**src/rtl/uart_rx.sv**
```systemverilog
// 16x-oversampling UART receiver for 8N1-style frames. Feeds the receive FIFO
// directly: dout -> w_data, rx_done_tick -> wr.
module uart_rx #(
    parameter int DBIT    = 8,
    parameter int SB_TICK = 16,
    parameter int DVSR    = 326,
    parameter int DVSR_W  = 9
) (
    input  logic            clk,
    input  logic            reset,
    input  logic            rx,
    output logic [DBIT-1:0] dout,
    output logic            rx_done_tick,
    output logic            frame_err
);

    localparam int N_W = (DBIT > 1) ? $clog2(DBIT) : 1;
    localparam logic [DVSR_W-1:0] TICK_LAST = DVSR_W'(DVSR - 1);
    localparam logic [N_W-1:0]    N_LAST    = N_W'(DBIT - 1);
    localparam logic [3:0]        MID_START = 4'd7;
    localparam logic [3:0]        BIT_LAST  = 4'd15;
    localparam logic [3:0]        STOP_LAST = 4'(SB_TICK - 1);

    typedef enum logic [1:0] {
        IDLE,
        START,
        DATA,
        STOP
    } state_t;

    state_t            state, state_next;
    logic              rx_meta, rx_s, rx_p;
    logic              fall;
    logic [DVSR_W-1:0] tick_cnt;
    logic              tick;
    logic [3:0]        s, s_next;
    logic [N_W-1:0]    n, n_next;
    logic [DBIT-1:0]   b, b_next;
    logic              done_next, ferr_next;

    // Synchronizer plus one extra delay stage for falling-edge detection.
    // Reset to 1 so an idle-high line never looks like a start edge.
    always_ff @(posedge clk) begin
        if (!reset) begin
            rx_meta <= 1'b1;
            rx_s    <= 1'b1;
            rx_p    <= 1'b1;
        end else begin
            rx_meta <= rx;
            rx_s    <= rx_meta;
            rx_p    <= rx_s;
        end
    end

    assign fall = rx_p & ~rx_s;

    // Free-running oversample divider; deliberately not resynchronised to
    // the start edge, so sample phase jitters by up to one tick period.
    always_ff @(posedge clk) begin
        if (!reset) begin
            tick_cnt <= '0;
        end else if (tick) begin
            tick_cnt <= '0;
        end else begin
            tick_cnt <= tick_cnt + 1'b1;
        end
    end

    assign tick = (tick_cnt == TICK_LAST);

    always_ff @(posedge clk) begin
        if (!reset) begin
            state        <= IDLE;
            s            <= '0;
            n            <= '0;
            b            <= '0;
            dout         <= '0;
            rx_done_tick <= 1'b0;
            frame_err    <= 1'b0;
        end else begin
            state        <= state_next;
            s            <= s_next;
            n            <= n_next;
            b            <= b_next;
            rx_done_tick <= done_next;
            frame_err    <= ferr_next;
            if (done_next) begin
                dout <= b;
            end
        end
    end

    always_comb begin
        state_next = state;
        s_next     = s;
        n_next     = n;
        b_next     = b;
        done_next  = 1'b0;
        ferr_next  = 1'b0;
        case (state)
            IDLE: begin
                // Edge, not level: a held-low break yields only one attempt.
                if (fall) begin
                    s_next     = '0;
                    state_next = START;
                end
            end
            START: begin
                if (tick) begin
                    s_next = s + 4'd1;
                    if (s == MID_START) begin
                        if (!rx_s) begin
                            s_next     = '0;
                            n_next     = '0;
                            state_next = DATA;
                        end else begin
                            state_next = IDLE;
                        end
                    end
                end
            end
            DATA: begin
                if (tick) begin
                    s_next = s + 4'd1;
                    if (s == BIT_LAST) begin
                        s_next = '0;
                        b_next = {rx_s, b[DBIT-1:1]};
                        if (n == N_LAST) begin
                            state_next = STOP;
                        end else begin
                            n_next = n + 1'b1;
                        end
                    end
                end
            end
            STOP: begin
                if (tick) begin
                    s_next = s + 4'd1;
                    if (s == STOP_LAST) begin
                        state_next = IDLE;
                        if (rx_s) begin
                            done_next = 1'b1;
                        end else begin
                            ferr_next = 1'b1;
                        end
                    end
                end
            end
            default: state_next = IDLE;
        endcase
    end

endmodule
```
**config.mk**
```make
export PLATFORM = sky130hd
export DESIGN_NAME = uart_rx
export DESIGN_NICKNAME = d
export VERILOG_FILES = /design/src/rtl/uart_rx.sv
export SDC_FILE = /design/constraint.sdc
export NUM_CORES = 1
export LEC_CHECK = 0
export CAP_MARGIN = 0
export CORE_MARGIN = 8
export CORE_UTILIZATION = 38
export DETAILED_ROUTE_END_ITERATION = 7
export PLACE_DENSITY = 0.63
export SETUP_SLACK_MARGIN = 0.2
export SLEW_MARGIN = 20
export SYNTH_ARGS = -nofsm -noshare
export SYNTH_HDL_FRONTEND = slang
export SYNTH_SLANG_ARGS = --single-unit
export TNS_END_PERCENT = 5
```
**constraint.sdc**
```tcl
create_clock -name clk -period 2.32 [get_ports clk]
set_clock_uncertainty 0.1 [all_clocks]
set_input_delay 0.464 -clock clk [delete_from_list [all_inputs] [get_ports clk]]
set_output_delay 0.464 -clock clk [all_outputs]
set_load 0.03 [all_outputs]
```
# Word level (Yosys, flattened, before mapping)
# Index checks and enable logic that the tools add are counted.
[classes]
add_sub_neg = 3
n_eq_ne = 17
n_mux = 30
bitwise = 3
n_reduce_logical = 8
[ops]
columns = ["operator", "n"]
rows = [
  ["4-bit two-way mux", 7],
  ["2-bit inequality test (second input constant)", 10],
  ["2-bit two-way mux", 9],
  ["3-bit two-way mux", 6],
  ["4-bit case mux with 4 select lines", 1],
  ["9-bit by 1-bit adder with 9-bit output (second input constant)", 1],
  ["9-bit == test (second input constant)", 1],
  ["2-bit case mux with 4 select lines", 1],
  ["4-bit AND reduction", 2],
  ["8-bit AND reduction", 1],
  ["7-bit AND reduction", 1],
  ["3-bit case mux with 2 select lines", 1],
  ["1-bit two-way mux", 5],
  ["4-bit by 1-bit adder with 4-bit output (second input constant)", 1],
  ["2-bit == test (second input constant)", 2],
  ["4-bit by 3-bit == test with 1-bit output (second input constant)", 1],
  ["4-bit == test (second input constant)", 1],
  ["3-bit by 1-bit adder with 3-bit output (second input constant)", 1],
  ["3-bit == test (second input constant)", 1],
  ["3-bit AND reduction", 1],
  ["2-bit by 1-bit == test with 1-bit output (second input constant)", 1],
  ["2-bit logical NOT", 1],
  ["1-bit NOT", 2],
  ["2-bit nonzero test", 1],
  ["2 further kinds", 2],
]
[totals]
ff_bits = 39
elab_cells = 72

# Longest topological paths before layout
# Gate-level depths: netlist of run 1.
[depth]
depth_word = 5
ltp_mapped = 7

# Least setup slack after synthesis of run 1
# OpenSTA, ideal clock, no wires.
[synth_timing]
path_kind = "reg-to-reg"
startpoint = "reg tick_cnt[0]"
endpoint = "reg dout[0]"
t_arrival_ps = 1583
setup_slack_ps = 510
path_stages_with_launch = 6
path_buffers = 0
cell_sequence = "dfxtp_1 -> ha_1 -> nand4bb_4 -> nor4_4 -> mux2i_1 -> nor2_1"
[synth_between]
elab_chain_len = 3
[synth_lines]
columns = ["item", "line", "rtl"]
rows = [
  ["from (decl)", "34", "logic [DVSR_W-1:0] tick_cnt;"],
  ["from (signal assigned)", "65", "tick_cnt <= tick_cnt + 1'b1;"],
  ["9-bit == test", "69", "assign tick = (tick_cnt == TICK_LAST);"],
  ["1-bit two-way mux", "137", "if (tick) begin"],
  ["1-bit two-way mux", "100", "case (state)"],
  ["to (signal assigned)", "77", "dout <= '0;"],
  ["to (signal assigned)", "88", "dout <= b;"],
  ["to (decl)", "12", "output logic [DBIT-1:0] dout,"],
]
# No other way between the ends.
# A chain may end at the register's enable or synchronous reset.

# Worst setup path in the final report of run 1
[layout_timing]
startpoint = "reg tick_cnt[0]"
endpoint = "reg s[2]"
[layout_between]
elab_chain_len = 3
elab_cells_between_ends = 5
classes_between = "eq/ne (4); reduce/logical (1)"
[layout_lines]
columns = ["item", "line", "rtl"]
rows = [
  ["9-bit == test (*)", "69", ""],
  ["2-bit inequality test (no line)", "n/a", ""],
  ["4-bit AND reduction (no line) (*)", "n/a", ""],
  ["to (signal assigned)", "82", "s <= s_next;"],
  ["to (decl)", "36", "logic [3:0] s, s_next;"],
]
# Every way passes the cells marked *; elsewhere a longest branch is shown, timed or not.

==> impl_metrics.toml, run 1 <==
[synth]
synthesis.nets = 182
syn_area_per_cell_um2 = 9.65
synthArstFlopShare = 0
ys.flop_type = "dfxtp_1"
yosysWarningCount = 0
syn-instance-count = 174
synth_seq_area_share = 0.465
synth_edf_count = 0
syn-cell-area_mm2 = 0.00168
ys_ff_latch = 39
synth.distinct_cells = 32

[critical_path]
cp.required_ns = 2.44
cp-end-kind = "register"
critPathArrivalTime_ns = 2.00
slowest_stage = "dfxtp_1"
crit_type = "register to register"
worstReg2RegEnd = "s[2]$_SDFFE_PN0P_"
cp_cell_sequence = "ha_1 > nand4bb_4 > or2_2 > or3_1 > a21oi_1"
worstRegToRegCells = 5
setup.worst_path.start_class = "register"
r2r_start = "tick_cnt[0]$_SDFF_PP0_"
cp_max_fo = 6
r2r_slack_ns = 0.44
critical-path-max-stage-delay_ns = 0.40
crit_family = "simple AND/OR/NAND/NOR gates"
cp_num_buf_inv = 0

[timing]
finalSetupTns_ns = 0
setup_violations = 0
final.period_utilization = 0.810
worstMarginPinSlew_ns = 0.464
slew_headroom = 0.690
setup_slack_ns = 0.441
rsz0062_at_grt = "false"
max_freq_mhz = 532
final-hold-violation-count = 0
finalCriticalPeriod_ns = 1.88
slew_violations = 0

[clock_network]
cts_buffers = 5
clk_pin_slew_worst_paths_ns = 0.07
htreeDepth = 2
cts.sinks = 39
cts_buffer_depth = 2
postCtsSetupRepairBufs = 0
cts_root_buffer = "clkbuf_8"
clk_latency_ns = 0.29
cts_tree = "done"
postCtsHoldBufs = 0
cts_resized = 0

[floorplanning]
die_w_um = 82.5
rows = 24
dieHeight_um = 82.5
ioPinCount = 13
core_mm2 = 0.00429
dieArea_mm2 = 0.00680
start_util = 0.391

[detailed_routing]
detail-route-antenna-nets = 0
via_count = 1244
remaining_drc_errors = 0
wl_mm = 3.07
drt_iter0_drc = 96
wire_per_inst_um = 12.6
routed_via_density = 5.12
dr.pass1.iters = 4

[worst_hold_path]
hold-path-cell-count = 1
hp-start = "rx_meta$_SDFF_PN1_"
holdPathEnd = "rx_s$_SDFF_PN1_"
min-delay-path-class = "register to register"

[power]
combPwrFrac = 0.030
power_frac_clock = 0.434
vdd_ir_drop_max_v = 0.000279
power.internal_w = 0.00101
p_switching_w = 0.000271
seqPwrFrac = 0.536
power_density_mw_per_mm2 = 648
leakagePower_nw = 0.698
switching_share = 0.211

[layout]
final_nets = 198
drive_above_1_share = 0.105
area_delta_synth_final_pct = 18.0
antenna-diode-count = 0
stdcell_count = 243
final_util = 0.461

[placement]
dp_slack_ns = 0.447
place_congestion = 0.873
hpwl_mm = 2.25
port_buffers = 12
dp.cells = 235

[global_routing]
overflow = 0
grt_pass1_wl_mm = 5.42
grt_pass1_vias = 1236
antenna_found_initial = 0
track_usage = 0.103
grt_max_degree = 14

[run_status]
status = "finished, final reports clean"

[run]
drv_cap = 0
-- area by class of cell --
class	count	area, um^2
clock inverter	3	43.8
sequential	39	781
timing repair buffer	16	150
multi-input combinational	123	853
inverter	5	18.8
fill	419	2310
clock buffer	5	68.8
tap	52	65.1
-- synth_stat cells, drive strengths merged (2+ instances only) --
| cell type | n | area (um^2) |
|---|---|---|
| clkbuf | 7 | 26.3 |
| dfxtp | 39 | 781 |
| ha | 5 | 62.6 |
| inv | 5 | 18.8 |
| mux2i | 19 | 190 |
| nand2 | 14 | 52.6 |
| nand2b | 3 | 18.8 |
| nand3 | 11 | 55.1 |
| nand4 | 3 | 18.8 |
| nand4bb | 2 | 55.1 |
| nor2 | 31 | 116 |
| nor3 | 3 | 15.0 |
| nor4 | 4 | 55.1 |
| o22ai | 3 | 18.8 |
| or2 | 3 | 18.8 |
| xnor2 | 5 | 43.8 |
| xor2 | 3 | 26.3 |
-- stage by stage --
stage	area (um^2)	total power [W]	hold slack (ns)
after floorplan	1680	0.000727	0.286
after global placement	1870	0.000740	0.296
after detailed placement	1870	0.000742	0.307
after CTS	1980	0.00130	0.329
after global routing	1980	0.00134	0.347
final	1980	0.00128	0.323
-- power by group through the flow --
stage | Clock [W] | Sequential (W) | Combinational [W]
floorplan | 0 | 0.000699 | 0.0000282
global placement | 0 | 0.000703 | 0.0000374
detailed placement | 0 | 0.000703 | 0.0000390
CTS | 0.000573 | 0.000687 | 0.0000392
global route | 0.000610 | 0.000688 | 0.0000431
finish | 0.000557 | 0.000687 | 0.0000385
-- metal layers --
metal  track usage  share of wire
met4        0.0596          0.021
met3        0.0357          0.047
met2         0.168           0.46
met5             0              0
met1         0.115           0.47
-- state kept, by name, indices dropped and copies added (netlist names), 3 cells and up, named ones only --
signal,count
b,8
dout,8
n,3
s,4
tick_cnt,9
-- cells in the final DEF (no fill, tap or decap), types with 4 or more instances in the layout --
cell type,netlist,routed
nor2_1,31,31
nand3_1,11,11
nand2_1,14,14
dfxtp_1,39,39
xnor2_1,5,5
clkbuf_8,0,5
inv_1,5,5
ha_1,5,5
mux2i_1,19,19
buf_4,0,4
clkdlybuf4s50_1,0,12
-- how the worst max path moves through the flow --
stage                      startpoint  depth (start not counted)  slack [ns]              endpoint
2_1_floorplan  tick_cnt[0]$_SDFF_PP0_                          5        0.51  dout[0]$_SDFFE_PN0P_
3_3_place_gp                    reset                          4        0.49  dout[5]$_SDFFE_PN0P_
3_5_place_dp   tick_cnt[0]$_SDFF_PP0_                          5        0.45     s[2]$_SDFFE_PN0P_
4_1_cts          dout[6]$_SDFFE_PN0P_                          1        0.42               dout[6]
5_1_grt        tick_cnt[0]$_SDFF_PP0_                          5        0.33     s[2]$_SDFFE_PN0P_
6_report       tick_cnt[0]$_SDFF_PP0_                          5        0.44     s[2]$_SDFFE_PN0P_
-- cell families (layout without fill, tap and decap cells) --
family,Yosys count,after routing,synth area share
muxes,19,19,0.113
and+or+nand+nor,77,77,0.253
DFF,39,39,0.465
xor gates and xnor gates,8,8,0.0417
adders and majority gates,5,5,0.0373
AOI/OAI and AO/OA,14,14,0.0626
buffers and inverters,12,29,0.0268
(Power assumes the default switching activity.)
==> inputs of run 2 (changes only) <==
==> constraint.sdc (replaced) <==
create_clock -name clk -period 1.9 [get_ports clk]
set_clock_uncertainty 0.1 [all_clocks]
set_input_delay 0.38 -clock clk [delete_from_list [all_inputs] [get_ports clk]]
set_output_delay 0.38 -clock clk [all_outputs]
set_load 0.03 [all_outputs]
==> run 2 against run 1 <==
Sequential cell count stayed put; combinational power is 39% higher; sequential power is 22% higher; via count is 1.6% higher.
==> impl_metrics.toml, run 2 (same netlist as run 1, synthesis figures left out) <==
[placement]
place_congestion = 0.876
port_buffers = 12
dp_slack_ns = 0.201
hpwl_mm = 2.32

[timing]
rsz0062_at_grt = "true"
slew_violations = 0
finalCriticalPeriod_ns = 1.78
finalSetupTns_ns = 0
max_freq_mhz = 560
setup_violations = 0
setup_slack_ns = 0.116
worstMarginPinSlew_ns = 0.319
slew_headroom = 0.787
final.period_utilization = 0.939
final-hold-violation-count = 0

[layout]
fillCellCount = 398
regMostFlops = "tick_cnt"
drive_above_1_share = 0.171
antenna-diode-count = 0
area_delta_synth_final_pct = 21.6
largestRegisters = "tick_cnt (9), b (8), dout (8)"
layout_commonest_cell = "dfxtp_1"
final_nets = 200
largest_reg_flops = 9
multi_input_area_um2 = 886
seq_area_um2 = 788
final_cell_mix = "33 x dfxtp_1, 30 x nor2_1, 19 x mux2i_1"

[critical_path]
setup.worst_path.start_class = "register"
endpoint = "dout[7]"
r2r_start = "tick_cnt[0]$_SDFF_PP0_"
crit_family = "buffers and inverters"
cp.required_ns = 1.42
crit_type = "register to output pin"
worstRegToRegCells = 5
cp_num_buf_inv = 1
cp.depth = 1
cp_max_fo = 2
r2r_slack_ns = 0.19
slowest_stage = "clkdlybuf4s50_1"
critical-path-max-stage-delay_ns = 0.67
cp_cell_sequence = "clkdlybuf4s50_1"
crit_start = "dout[7]$_SDFFE_PN0P_"
cp-end-kind = "output pin"
worstReg2RegEnd = "s[2]$_SDFFE_PN0P_"
critPathArrivalTime_ns = 1.30

[global_routing]
grt_pass1_vias = 1210
top_usage_layer = "met2"
track_usage = 0.101
antenna_found_initial = 0
grt_pass1_wl_mm = 5.25
use_met1 = 0.114
overflow = 0
grt_max_degree = 17
grtUsageMet2 = 0.160
gr-usage-met3 = 0.0292

[floorplanning]
core_mm2 = 0.00429
dieArea_mm2 = 0.00680
dieHeight_um = 82.5
rows = 24
die_w_um = 82.5
start_util = 0.391
ioPinCount = 13

[clock_network]
cts.sinks = 39
htreeDepth = 2
clk_pin_slew_worst_paths_ns = 0.08
cts_buffer_depth = 2
cts_buffers = 5
cts_root_buffer = "clkbuf_8"
cts_tree = "done"
clk_latency_ns = 0.29

[detailed_routing]
wl_mm = 3.18
wire_per_inst_um = 13.0
detail-route-antenna-nets = 0
remaining_drc_errors = 0
routed_via_density = 5.16
drt_iter0_drc = 254
via_count = 1264
dr.pass1.iters = 5

[power]
fin_total_pwr_w = 0.00160
vdd_ir_drop_max_v = 0.000532
leakagePower_nw = 0.737
power_density_mw_per_mm2 = 781

[run_status]
status = "finished, final reports clean"

[worst_hold_path]
min-delay-path-class = "register to register"
hp-start = "rx_meta$_SDFF_PN1_"

[run]
drv_cap = 0
==> run 2: cell types whose count changed in the layout (fill, tap and decap cells not counted), moves of 2 or more <==
cell,delta
dfxtp_2,+6
dfxtp_1,-6
ha_1,-2
clkdlybuf4s50_1,-2
buf_4,+2
==> run 2: stage by stage <==
step | std cells | area [um^2] | util | hold WS, ns
after global routing | 245 | 2040 | 0.476 | 0.331
after detailed placement | 236 | 1900 | 0.442 | 0.296
final | 245 | 2040 | 0.476 | 0.314
after CTS | 244 | 2010 | 0.469 | 0.313
after global placement | 236 | 1900 | 0.442 | 0.292
after floorplan | 174 | 1700 | - | 0.286
==> run 2: layer usage <==
layer  routed length (um)  vias to the layer above
met1                 1470                      586
met5                    0                        -
met2                 1450                       29
met4                   75                        0
met3                  180                        7
li1                     -                      642
==> run 2: final cells by class <==
class	instances	area share
clock buffers	6	0.0404
clock inverters	2	0.0172
inverters	5	0.00919
multi-input cells	123	0.434
flip-flops and latches	39	0.386
well taps	52	0.0319
repair buffers	18	0.0815
==> run 2: how the worst min path moves through the flow <==
| stage | slack, ns | end | cells past startpoint |
|---|---|---|---|
| 6_report | 0.31 | rx_s$_SDFF_PN1_ | 1 |
| 5_1_grt | 0.33 | rx_s$_SDFF_PN1_ | 1 |
| 4_1_cts | 0.31 | rx_s$_SDFF_PN1_ | 1 |
| 3_5_place_dp | 0.30 | rx_s$_SDFF_PN1_ | 1 |
| 3_3_place_gp | 0.29 | rx_s$_SDFF_PN1_ | 1 |
| 2_1_floorplan | 0.29 | rx_s$_SDFF_PN1_ | 1 |
==> run 2: power breakdown <==
group          internal, W  switching, W  leakage, nW
Combinational    0.0000212     0.0000323        0.358
Sequential        0.000827    0.00000977        0.318
Clock             0.000425      0.000281       0.0612
==> run 2: what timing repair did <==
item | in CTS | in global routing
endpoints found under the setup margin | 13 | 44
gates resized for setup | 1 | 8
pin swaps | 0 | 3
setup buffers | 0 | 1
hold buffers | 0 | 0
==> inputs of run 3 (changes only) <==
--- a/config.mk
+++ b/config.mk
@@ -7,9 +7,9 @@
 export LEC_CHECK = 0
 export CAP_MARGIN = 0
 export CORE_MARGIN = 8
-export CORE_UTILIZATION = 38
+export CORE_UTILIZATION = 40
 export DETAILED_ROUTE_END_ITERATION = 7
-export PLACE_DENSITY = 0.63
+export PLACE_DENSITY = 0.65
 export SETUP_SLACK_MARGIN = 0.2
 export SLEW_MARGIN = 20
 export SYNTH_ARGS = -nofsm -noshare
==> run 3 against run 2 <==
First-iteration DRC count decreased by 59%; sequential cell count stayed put; critical path depth did not move; maximum frequency is 0.51% higher; design area decreased by 0.25%; critical path type unchanged; critical endpoint is now dout[5]; largest cell class unchanged; highest routed layer unchanged.
==> impl_metrics.toml, run 3 (same netlist as run 1, synthesis figures left out) <==
[run_status]
status = "finished, final reports clean"

[placement]
port_buffers = 12
placed_area_mm2 = 0.00190
place_congestion = 0.896
hpwl_mm = 2.28

[detailed_routing]
detail-route-antenna-nets = 0
drt_iter0_drc = 103
wl_mm = 3.06
wire_per_inst_um = 12.5
via_count = 1266
remaining_drc_errors = 0
routed_via_density = 5.19
dr.pass1.iters = 4

[layout]
drive_above_1_share = 0.165
regMostFlops = "tick_cnt"
layout_commonest_cell = "dfxtp_1"
largest_reg_flops = 9
area_delta_synth_final_pct = 21.3
final_nets = 201
fillCellCount = 373
final_cell_mix = "34 x dfxtp_1, 30 x nor2_1, 19 x mux2i_1"
stdcell_area_mm2 = 0.00204
largestRegisters = "tick_cnt (9), b (8), dout (8)"
antenna-diode-count = 0

[critical_path]
cp_num_buf_inv = 1
crit_family = "buffers and inverters"
cp-end-kind = "output pin"
cp_max_fo = 2
cp.required_ns = 1.42
setup.worst_path.start_class = "register"
crit_type = "register to output pin"
critPathArrivalTime_ns = 1.30
critical-path-max-stage-delay_ns = 0.68
cp_cell_sequence = "clkdlybuf4s50_1"
slowest_stage = "clkdlybuf4s50_1"

[timing]
worstMarginPinSlew_ns = 0.333
final.period_utilization = 0.934
holdWs_ns = 0.327
rsz0062_at_grt = "true"
finalSetupTns_ns = 0
finalCriticalPeriod_ns = 1.78
setup_violations = 0
slew_headroom = 0.778
max_freq_mhz = 563
final-hold-violation-count = 0
slew_violations = 0

[floorplanning]
dieHeight_um = 80.8
die_w_um = 80.8
start_util = 0.417
dieArea_mm2 = 0.00653
rows = 23
ioPinCount = 13
core_mm2 = 0.00403

[worst_hold_path]
min-delay-path-class = "register to register"

[power]
fin_total_pwr_w = 0.00159
leakagePower_nw = 0.738
power_density_mw_per_mm2 = 779
vdd_ir_drop_max_v = 0.000463

[clock_network]
cts_buffers = 5
clk_latency_ns = 0.28
cts_root_buffer = "clkbuf_8"
cts_tree = "done"
clk_pin_slew_worst_paths_ns = 0.07
htreeDepth = 2
cts_buffer_depth = 2
cts.sinks = 39

[global_routing]
grt_max_degree = 13
track_usage = 0.105
overflow = 0
grt_pass1_vias = 1220
grt_pass1_wl_mm = 5.46
antenna_found_initial = 0

[run]
drv_cap = 0
-- run 3: where the power goes --
part	total, W	switching (W)	internal (W)
registers	0.000838	0.0000113	0.000827
logic	0.0000531	0.0000309	0.0000222
clock network	0.000696	0.000272	0.000424
-- run 3: routing by layer --
layer / global-route usage / routed length, um / vias to the layer above
met3: 0.0331 / 203 / 8
li1: - / - / 641
met4: 0.0536 / 72 / 0
met1: 0.129 / 1390 / 582
met5: 0 / 0 / -
met2: 0.160 / 1390 / 35
-- run 3: cell type report --
class	instances	area (um^2)	share of cell area
clock buffer	6	82.6	0.0405
clock inverter	2	35.0	0.0172
inverter	5	18.8	0.00921
multi-input combinational	123	877	0.431
sequential	39	787	0.386
tap	50	62.6	0.0307
timing repair buffer	19	174	0.0854
-- run 3: worst reg2reg max path, delay by kind of cell, from the launching register on --
kind                       cells  cell delay [ns]
DFF                            1             0.34
adders and majority gates      1             0.18
AOI/OAI and AO/OA              1             0.13
and+or+nand+nor                3             0.85
buffers and inverters          1             0.05
-- run 3: repair_timing --
action                                  4_1_cts  5_1_grt
buffers inserted                              0        1
hold buffers                                  0        0
pin swaps                                     0        2
gates resized for setup                       1        5
endpoints found under the setup margin       14       43
-- run 3: per-stage QoR --
stage	util	setup WS (ns)	cells
floorplan	-	0.198	174
global placement	0.472	0.163	235
detailed placement	0.472	0.165	235
CTS	0.501	0.110	243
global route	0.506	0.0696	244
finish	0.506	0.125	244
-- run 3: worst paths after layout --
path / slack, ns / endpoint / cells after the start / start
max reg2reg: 0.18 / s[2]$_SDFFE_PN0P_ / 6 / tick_cnt[1]$_SDFF_PP0_
min: 0.33 / rx_s$_SDFF_PN1_ / 1 / rx_meta$_SDFF_PN1_
max: 0.12 / dout[5] / 1 / dout[5]$_SDFFE_PN0P_
min reg2reg: 0.33 / rx_s$_SDFF_PN1_ / 1 / rx_meta$_SDFF_PN1_
